===== src/rtl/latex_fetch_scheduler_pkg.sv =====
// latex_fetch_scheduler_pkg: shared channel state, NUL constant and parameter defaults
package latex_fetch_scheduler_pkg;
  typedef enum logic [2:0] {IDLE, WAIT, FETCH, EMIT_HI, EMIT_LO, DONE} chan_state_t;
  localparam logic [7:0] NUL = 8'h00;
  localparam int MEM_LAT_DEF = 1;
  localparam int MAX_WORDS_DEF = 32;
endpackage


===== src/rtl/latex_stream_channel.sv =====
// latex_stream_channel: one character stream (pointer, word buffer, FSM, valid/ready handshake)
module latex_stream_channel
  import latex_fetch_scheduler_pkg::*;
#(
  parameter int MAX_WORDS = MAX_WORDS_DEF
) (
  input  logic        clk,
  input  logic        rst,
  input  logic        start,
  input  logic [7:0]  ptr_init,
  input  logic        grant,
  input  logic        capture,
  input  logic [15:0] word,
  input  logic        ready,
  output logic        req,
  output logic [7:0]  addr,
  output logic [7:0]  ch,
  output logic        valid,
  output logic        busy,
  output logic        overflow
);
  localparam int CW = $clog2(MAX_WORDS + 1);
  chan_state_t state;
  logic [CW-1:0] words;
  logic [7:0] lo;
  logic last_word;
  assign req = state == WAIT;
  assign busy = state != IDLE && state != DONE;
  assign last_word = words == CW'(MAX_WORDS);
  always_ff @(posedge clk) begin
    if (rst) begin
      state <= IDLE;
      addr <= 8'h00;
      ch <= NUL;
      valid <= 1'b0;
      overflow <= 1'b0;
      words <= '0;
      lo <= NUL;
    end else begin
      case (state)
        IDLE, DONE: if (start) begin
          state <= WAIT;
          addr <= ptr_init;
          words <= '0;
          overflow <= 1'b0;
        end
        WAIT: if (grant) begin
          state <= FETCH;
          words <= words + 1'b1;
        end
        // a NUL high byte ends the stream before anything is presented
        FETCH: if (capture) begin
          lo <= word[7:0];
          if (word[15:8] == NUL) state <= DONE;
          else begin
            state <= EMIT_HI;
            ch <= word[15:8];
            valid <= 1'b1;
          end
        end
        EMIT_HI: if (ready) begin
          if (lo == NUL) begin
            state <= DONE;
            valid <= 1'b0;
          end else begin
            state <= EMIT_LO;
            ch <= lo;
          end
        end
        EMIT_LO: if (ready) begin
          valid <= 1'b0;
          addr <= addr + 8'd1;
          state <= last_word ? DONE : WAIT;
          overflow <= last_word;
        end
        default: state <= IDLE;
      endcase
    end
  end
endmodule


===== src/rtl/latex_fetch_scheduler.sv =====
// latex_fetch_scheduler: two ASCII streams sharing one memory port through a round-robin arbiter
module latex_fetch_scheduler
  import latex_fetch_scheduler_pkg::*;
#(
  parameter int MEM_LAT = MEM_LAT_DEF,
  parameter int MAX_WORDS = MAX_WORDS_DEF
) (
  input  logic        clk,
  input  logic        rst,
  input  logic        start,
  input  logic [15:0] ptr,
  output logic [7:0]  mem_addr,
  input  logic [15:0] mem_dout,
  output logic [7:0]  lhs_char,
  output logic [7:0]  rhs_char,
  output logic        lhs_valid,
  output logic        rhs_valid,
  input  logic        lhs_ready,
  input  logic        rhs_ready,
  output logic        busy,
  output logic [1:0]  overflow
);
  localparam int LW = $clog2(MEM_LAT + 1);
  logic [LW-1:0] pend;
  logic owner, rhs_last, start_ok, free, g_l, g_r, l_req, r_req, l_busy, r_busy;
  logic [7:0] l_addr, r_addr;
  assign busy = l_busy | r_busy;
  assign start_ok = start & ~busy;
  // the port frees up on the capture edge, so a new grant can overlap it
  assign free = pend <= LW'(1);
  assign g_l = free & l_req & (~r_req | rhs_last);
  assign g_r = free & r_req & ~g_l;
  always_ff @(posedge clk) begin
    if (rst) begin
      mem_addr <= 8'h00;
      pend <= '0;
      owner <= 1'b0;
      rhs_last <= 1'b1;
    end else begin
      if (g_l | g_r) begin
        mem_addr <= g_l ? l_addr : r_addr;
        owner <= g_r;
        rhs_last <= g_r;
        pend <= LW'(MEM_LAT);
      end else if (pend != '0) pend <= pend - 1'b1;
      if (start_ok) rhs_last <= 1'b1;
    end
  end
  latex_stream_channel #(.MAX_WORDS(MAX_WORDS)) u_lhs (
    .clk(clk), .rst(rst), .start(start_ok), .ptr_init(ptr[15:8]), .grant(g_l),
    .capture(pend == LW'(1) && !owner), .word(mem_dout), .ready(lhs_ready), .req(l_req),
    .addr(l_addr), .ch(lhs_char), .valid(lhs_valid), .busy(l_busy), .overflow(overflow[0])
  );
  latex_stream_channel #(.MAX_WORDS(MAX_WORDS)) u_rhs (
    .clk(clk), .rst(rst), .start(start_ok), .ptr_init(ptr[7:0]), .grant(g_r),
    .capture(pend == LW'(1) && owner), .word(mem_dout), .ready(rhs_ready), .req(r_req),
    .addr(r_addr), .ch(rhs_char), .valid(rhs_valid), .busy(r_busy), .overflow(overflow[1])
  );
endmodule


===== config.mk =====
export PLATFORM = sky130hd
export DESIGN_NAME = latex_fetch_scheduler
export DESIGN_NICKNAME = d
export VERILOG_FILES = /design/src/rtl/latex_fetch_scheduler_pkg.sv /design/src/rtl/latex_stream_channel.sv /design/src/rtl/latex_fetch_scheduler.sv
export SDC_FILE = /design/constraint.sdc
export NUM_CORES = 1
export LEC_CHECK = 0
export CORE_AREA = 2 2 95 97
export DETAILED_ROUTE_END_ITERATION = 6
export DIE_AREA = 0 0 97 99
export HOLD_SLACK_MARGIN = 0.08
export PLACE_DENSITY = 0.76
export SLEW_MARGIN = 20
export SYNTH_ARGS = -nofsm -noshare
export SYNTH_HDL_FRONTEND = slang
export SYNTH_HIERARCHICAL = 1
export SYNTH_SLANG_ARGS = --single-unit

===== constraint.sdc =====
create_clock -name clk -period 3.5 [get_ports clk]
set_clock_uncertainty 0.2 [all_clocks]
set_input_delay 0.35 -clock clk [delete_from_list [all_inputs] [get_ports clk]]
set_output_delay 0.35 -clock clk [all_outputs]
set_load 0.02 [all_outputs]

# == Yosys cells after proc, flatten, opt, wreduce, memory -nomap -nowiden ==
# Index checks and enable logic that the tools add are counted.
# Widths: inputs -> output; s select.
# classes
n_reduce_logical,35
order_cmp,1
bitwise,11
mux,55
add_sub_neg,5
eq_ne,30
# op_table
operator,n
$mux 8,12
$pmux 8 s2,4
$mux 3,12
$pmux 3 s5,2
$logic_not 8->1,3
$ne 2x2->1 const B,12
$pmux 6 s2,2
$reduce_and 5->1,4
$mux 6,3
$add 8x1->8 const B,2
$mux 1,16
$add 6x1->6 const B,2
$eq 3x2->1 const B,4
$eq 3x3->1 const B,4
$eq 6x6->1 const B,2
$reduce_and 3->1,4
$reduce_and 6->1,2
$reduce_bool 2->1,6
$reduce_bool 3->1,4
$ne 2x1->1 const B,4
$eq 3x1->1 const B,2
$logic_not 3->1,2
$ne 3x3->1 const B,2
$pmux 1 s3,2
10 further kinds,25
# word_totals
reg_bits,81

# == Longest topological paths before layout ==
# depth
word_depth,8
depth_mapped,12
depth_no_buf,10

# == Modules after synthesis ==
# The synthesis kept the hierarchy.
# modules_own_cells
mod,cells_each,area_per_inst_um2,seq_area_each_um2,instances
latex_stream_channel,232,2026.9,700.7,2
latex_fetch_scheduler,64,560.5,220.2,1

# == Worst setup path before layout ==
# Ideal clock, no wire load.
# synth_path
kind,register to register
start,register u_rhs.state[0]
end,register u_lhs.addr[3]
t_arrival_ns,2.692
setup_time_ns,0.128
synth_period_minus_slack_ns,3.019
path_stages_with_launch,12
path_slack_ns,0.481
n_path_buf,2
cell_sequence,dfxtp_1 > buf_2 > xnor2_1 > nand2_1 > or2_2 > nor2_1 > mux2i_1 > a211oi_2 > buf_4 > nand2_1 > a22oi_1 > nor2_1
# synth_via
elab_chain_len,7
# synth_rtl
item,line_no,text
"start, declared",latex_stream_channel.sv:23,chan_state_t state;
"start signal, assigned",latex_stream_channel.sv:73,state <= last_word ? DONE : WAIT;
$ne 3x3->1 or $reduce_bool 3->1 (tied branches),latex_stream_channel.sv:28,assign busy = state != IDLE && state != DONE;
$logic_and 1x1->1 *,latex_stream_channel.sv:28,
net r_busy,latex_fetch_scheduler.sv:25,"logic owner, rhs_last, start_ok, free, g_l, g_r, l_req, r_req, l_busy, r_busy;"
$or 1x1->1 *,latex_fetch_scheduler.sv:27,assign busy = l_busy | r_busy;
net busy,latex_fetch_scheduler.sv:20,"output logic busy,"
$not 1->1 *,latex_fetch_scheduler.sv:28,assign start_ok = start & ~busy;
$and 1x1->1 *,latex_fetch_scheduler.sv:28,
net start_ok,latex_fetch_scheduler.sv:25,
$ne 2x2->1 (no source line) *,--,
$reduce_and 3->1 (no source line) *,--,
"end signal, assigned",latex_stream_channel.sv:43,addr <= ptr_init;
"end signal, assigned",latex_stream_channel.sv:72,addr <= addr + 8'd1;
"end, declared",latex_stream_channel.sv:16,"output logic [7:0] addr,"
# Mark *: on every way through the listed nets, which the timed path passes. The rest lies on a longest branch.
# A chain may end at the register's enable or synchronous reset.

# == Worst setup path in the final report ==
# layout_path
start,register u_rhs.state[2]
end,register u_rhs.words[2]
# layout_lines
item,line_no,text
$ne 3x3->1 or $reduce_bool 3->1 (tied branches),latex_stream_channel.sv:28,
$logic_and 1x1->1 *,latex_stream_channel.sv:28,
net r_busy,latex_fetch_scheduler.sv:25,
$or 1x1->1 *,latex_fetch_scheduler.sv:27,
$not 1->1 *,latex_fetch_scheduler.sv:28,
$and 1x1->1 *,latex_fetch_scheduler.sv:28,
net start_ok,latex_fetch_scheduler.sv:25,
$ne 2x2->1 (no source line) *,--,
$reduce_and 3->1 (no source line) *,--,
"end signal, assigned",latex_stream_channel.sv:49,words <= words + 1'b1;
"end, declared",latex_stream_channel.sv:24,logic [CW-1:0] words;
# Marks and branches as above.

==> results.tsv <==
metric	value	unit
status	complete, no violations	
fp-row-count	34	
synth_edf_count	0	
rsz0062_at_grt	no	
powerDensity	729	nW/um^2
routed_wl	10500	um
relSlewSlack	0.464	
drcViolationCount	0	
setup_tns	0	ps
synth_area_leader_cell	dfxtp_1	
drv_cap	0	
slew_viol_final	0	
initial_utilization	0.540	
syn_area_per_cell	8.74	um^2
hpwl	7380	um
global_route.overflow_total	0	
path_max_fanout	17	
cts.sinks	81	
path_cells	xnor2_1 -> nand2_1 -> or2_2 -> nor2_1 -> buf_4 -> mux2i_1 -> and2_1 -> nor4b_1 -> xnor2_1 -> nor2_1	
via_per_inst	5.74	
io_buffers	65	
synthTopCellsByCount	dfxtp_1, nor2_1, mux2i_1	
ys_seq_area_frac	0.351	
hold_buffers	0	
syn_nets	571	
drive_above_1_share	0.123	
synth_flop_cell	dfxtp_1	
grt_pass1_vias	3662	
first_pass_iters	5	
ys_seq_elements	81	
grt.total_usage	0.221	
dieArea	9600	um^2
clk_latency	360	ps
yosysWarnings	6	
startpoint_type	flop	
antenna_found_initial	0	
finalCriticalPeriod	2920	ps
final_antenna_net_count	0	
hold_viol_final	0	
max_freq	0.343	GHz
postCtsSetupRepairBufs	0	
cts_tree	built	
preCtsSetupSlack	699	ps
place_congestion	0.878	
grt_pass1_wl	17600	um
die_w	97	um
slowest_stage	dfxtp_1	
area_growth	18.5	%
diodes	0	
post-route-period-util	0.833	
cts_root_buf	clkbuf_8	
max-vdd-ir-drop	0.000328	V
synthTopCellsByArea	dfxtp_1, mux2i_1, nor2_1	
clockBufferDepth	2	
numCtsBuffers	9	
r2r_cells	10	
max_stage_delay	690	ps
synthesis.area	4610	um^2
core	8550	um^2
syn_inst	528	
hold_depth	2	
htree_levels	3	
leakagePower	2.02	nW
synth_top_area_share	0.351	
vias	3983	
grt_start_max_net_pins	35	
cp-end-kind	flop	
clk_pin_slew_worst_paths	80	ps
setup_slack	583	ps
finalSetupViolations	0	
worst_pin_slew	802	ps
cp.arrival	2970	ps
nNetsFinal	624	
io_pins	66	
initialDrtViolationCount	146	
async_reset_ff_frac	0	
cts_resized	0	
worst_hold_path_type	flop to flop	
die_y	99	um
yosysMostFrequentCell	dfxtp_1	
path_class	flop to flop	
synth_cell_type_count	58	
crit_required	3550	ps
post_drt_wl_per_cell	15.1	um
[flip-flops by register name, summed over array words and instances, names as in the netlist, 3 cells and up]
name and cells:
u_rhs/lo 8, mem_addr 8, u_lhs/ch 8, u_rhs/ch 8
u_lhs/lo 8, u_lhs/words 6, u_rhs/state 3, u_rhs/addr 8
u_lhs/addr 8, u_rhs/words 6, u_lhs/state 3
[metal layers]
layer,GRT usage,up-vias,part of all wire,routed length (um)
met5,0,-,0,0
met4,0.0856,0,0.018,192
li1,-,2002,-,-
met3,0.0489,14,0.050,524
met2,0.342,104,0.46,4840
met1,0.303,1863,0.47,4920
[worst paths after layout]
| kind | endpoint | slack [ps] | start |
|---|---|---|---|
| max | u_rhs/words[2] | 580 | u_rhs/state[2] |
| min | mem_addr[5] | 280 | u_lhs/addr[5] |
| max reg2reg | u_rhs/words[2] | 580 | u_rhs/state[2] |
| min reg2reg | mem_addr[5] | 280 | u_lhs/addr[5] |
[where the power goes]
group,switching (mW),internal (mW),leakage [nW]
combinational,0.971,0.827,1.24
sequential,0.227,1.15,0.659
clock,0.342,0.475,0.118
[worst max-delay path, delay by kind of cell, from the launching register on]
family                    cells  cell delay (ps)
xor gates and xnor gates      2              380
DFF                           1              690
and+or+nand+nor               6             1230
muxes                         1              120
buffers and inverters         1              200
[through the flow]
step	cells	hold slack (ps)	power, mW	cell area, um^2	util
2_1_floorplan	528	244	2.67	4610	-
3_3_place_gp	678	269	3.14	5230	0.612
3_5_place_dp	678	263	3.18	5230	0.612
4_1_cts	694	276	4.00	5470	0.639
5_1_grt	694	318	4.25	5470	0.639
6_report	694	276	3.99	5470	0.639
[layout by cell type (no fill, tap or decap), types with 3 or more instances in the layout]
cell	synthesis	routed
or3_1	7	7
o21a_1	4	4
buf_4	3	11
a21oi_1	28	28
clkdlybuf4s50_1	0	64
o21ai_0	25	25
mux2i_1	42	42
nand2_1	28	28
nor2_2	4	4
clkbuf_8	4	9
xnor2_1	8	8
inv_1	20	20
nor3_1	9	8
ha_1	6	6
nor2_1	78	78
and2_1	3	3
or4_4	4	4
nor2b_1	19	19
bufinv_16	0	3
or4_1	4	4
a211oi_1	12	12
nor4_1	4	4
a221oi_1	10	10
dfxtp_1	81	81
a211oi_2	18	18
and3_1	8	8
nor3_2	2	3
o21ai_1	6	6
nand3_1	12	12
[kinds of logic (layout without fill, tap and decap cells)]
group,after synthesis,count (layout),share of synthesized area
AOI/OAI and AO/OA,131,131,0.220
xor gates and xnor gates,8,8,0.0152
adders and majority gates,6,6,0.0163
buffers and inverters,56,114,0.0721
DFF,81,81,0.351
muxes,44,44,0.0960
and+or+nand+nor,202,202,0.229
[area by class of cell]
cell class / instances / area [um^2]
Fill cell: 722 / 3080
Multi-Input combinational cell: 391 / 2670
Sequential cell: 81 / 1620
Timing Repair Buffer: 76 / 728
Tap cell: 108 / 135
Clock buffer: 11 / 131
Clock inverter: 5 / 104
Inverter: 22 / 82.6
Note: power is estimated with default switching activity, not from simulation.
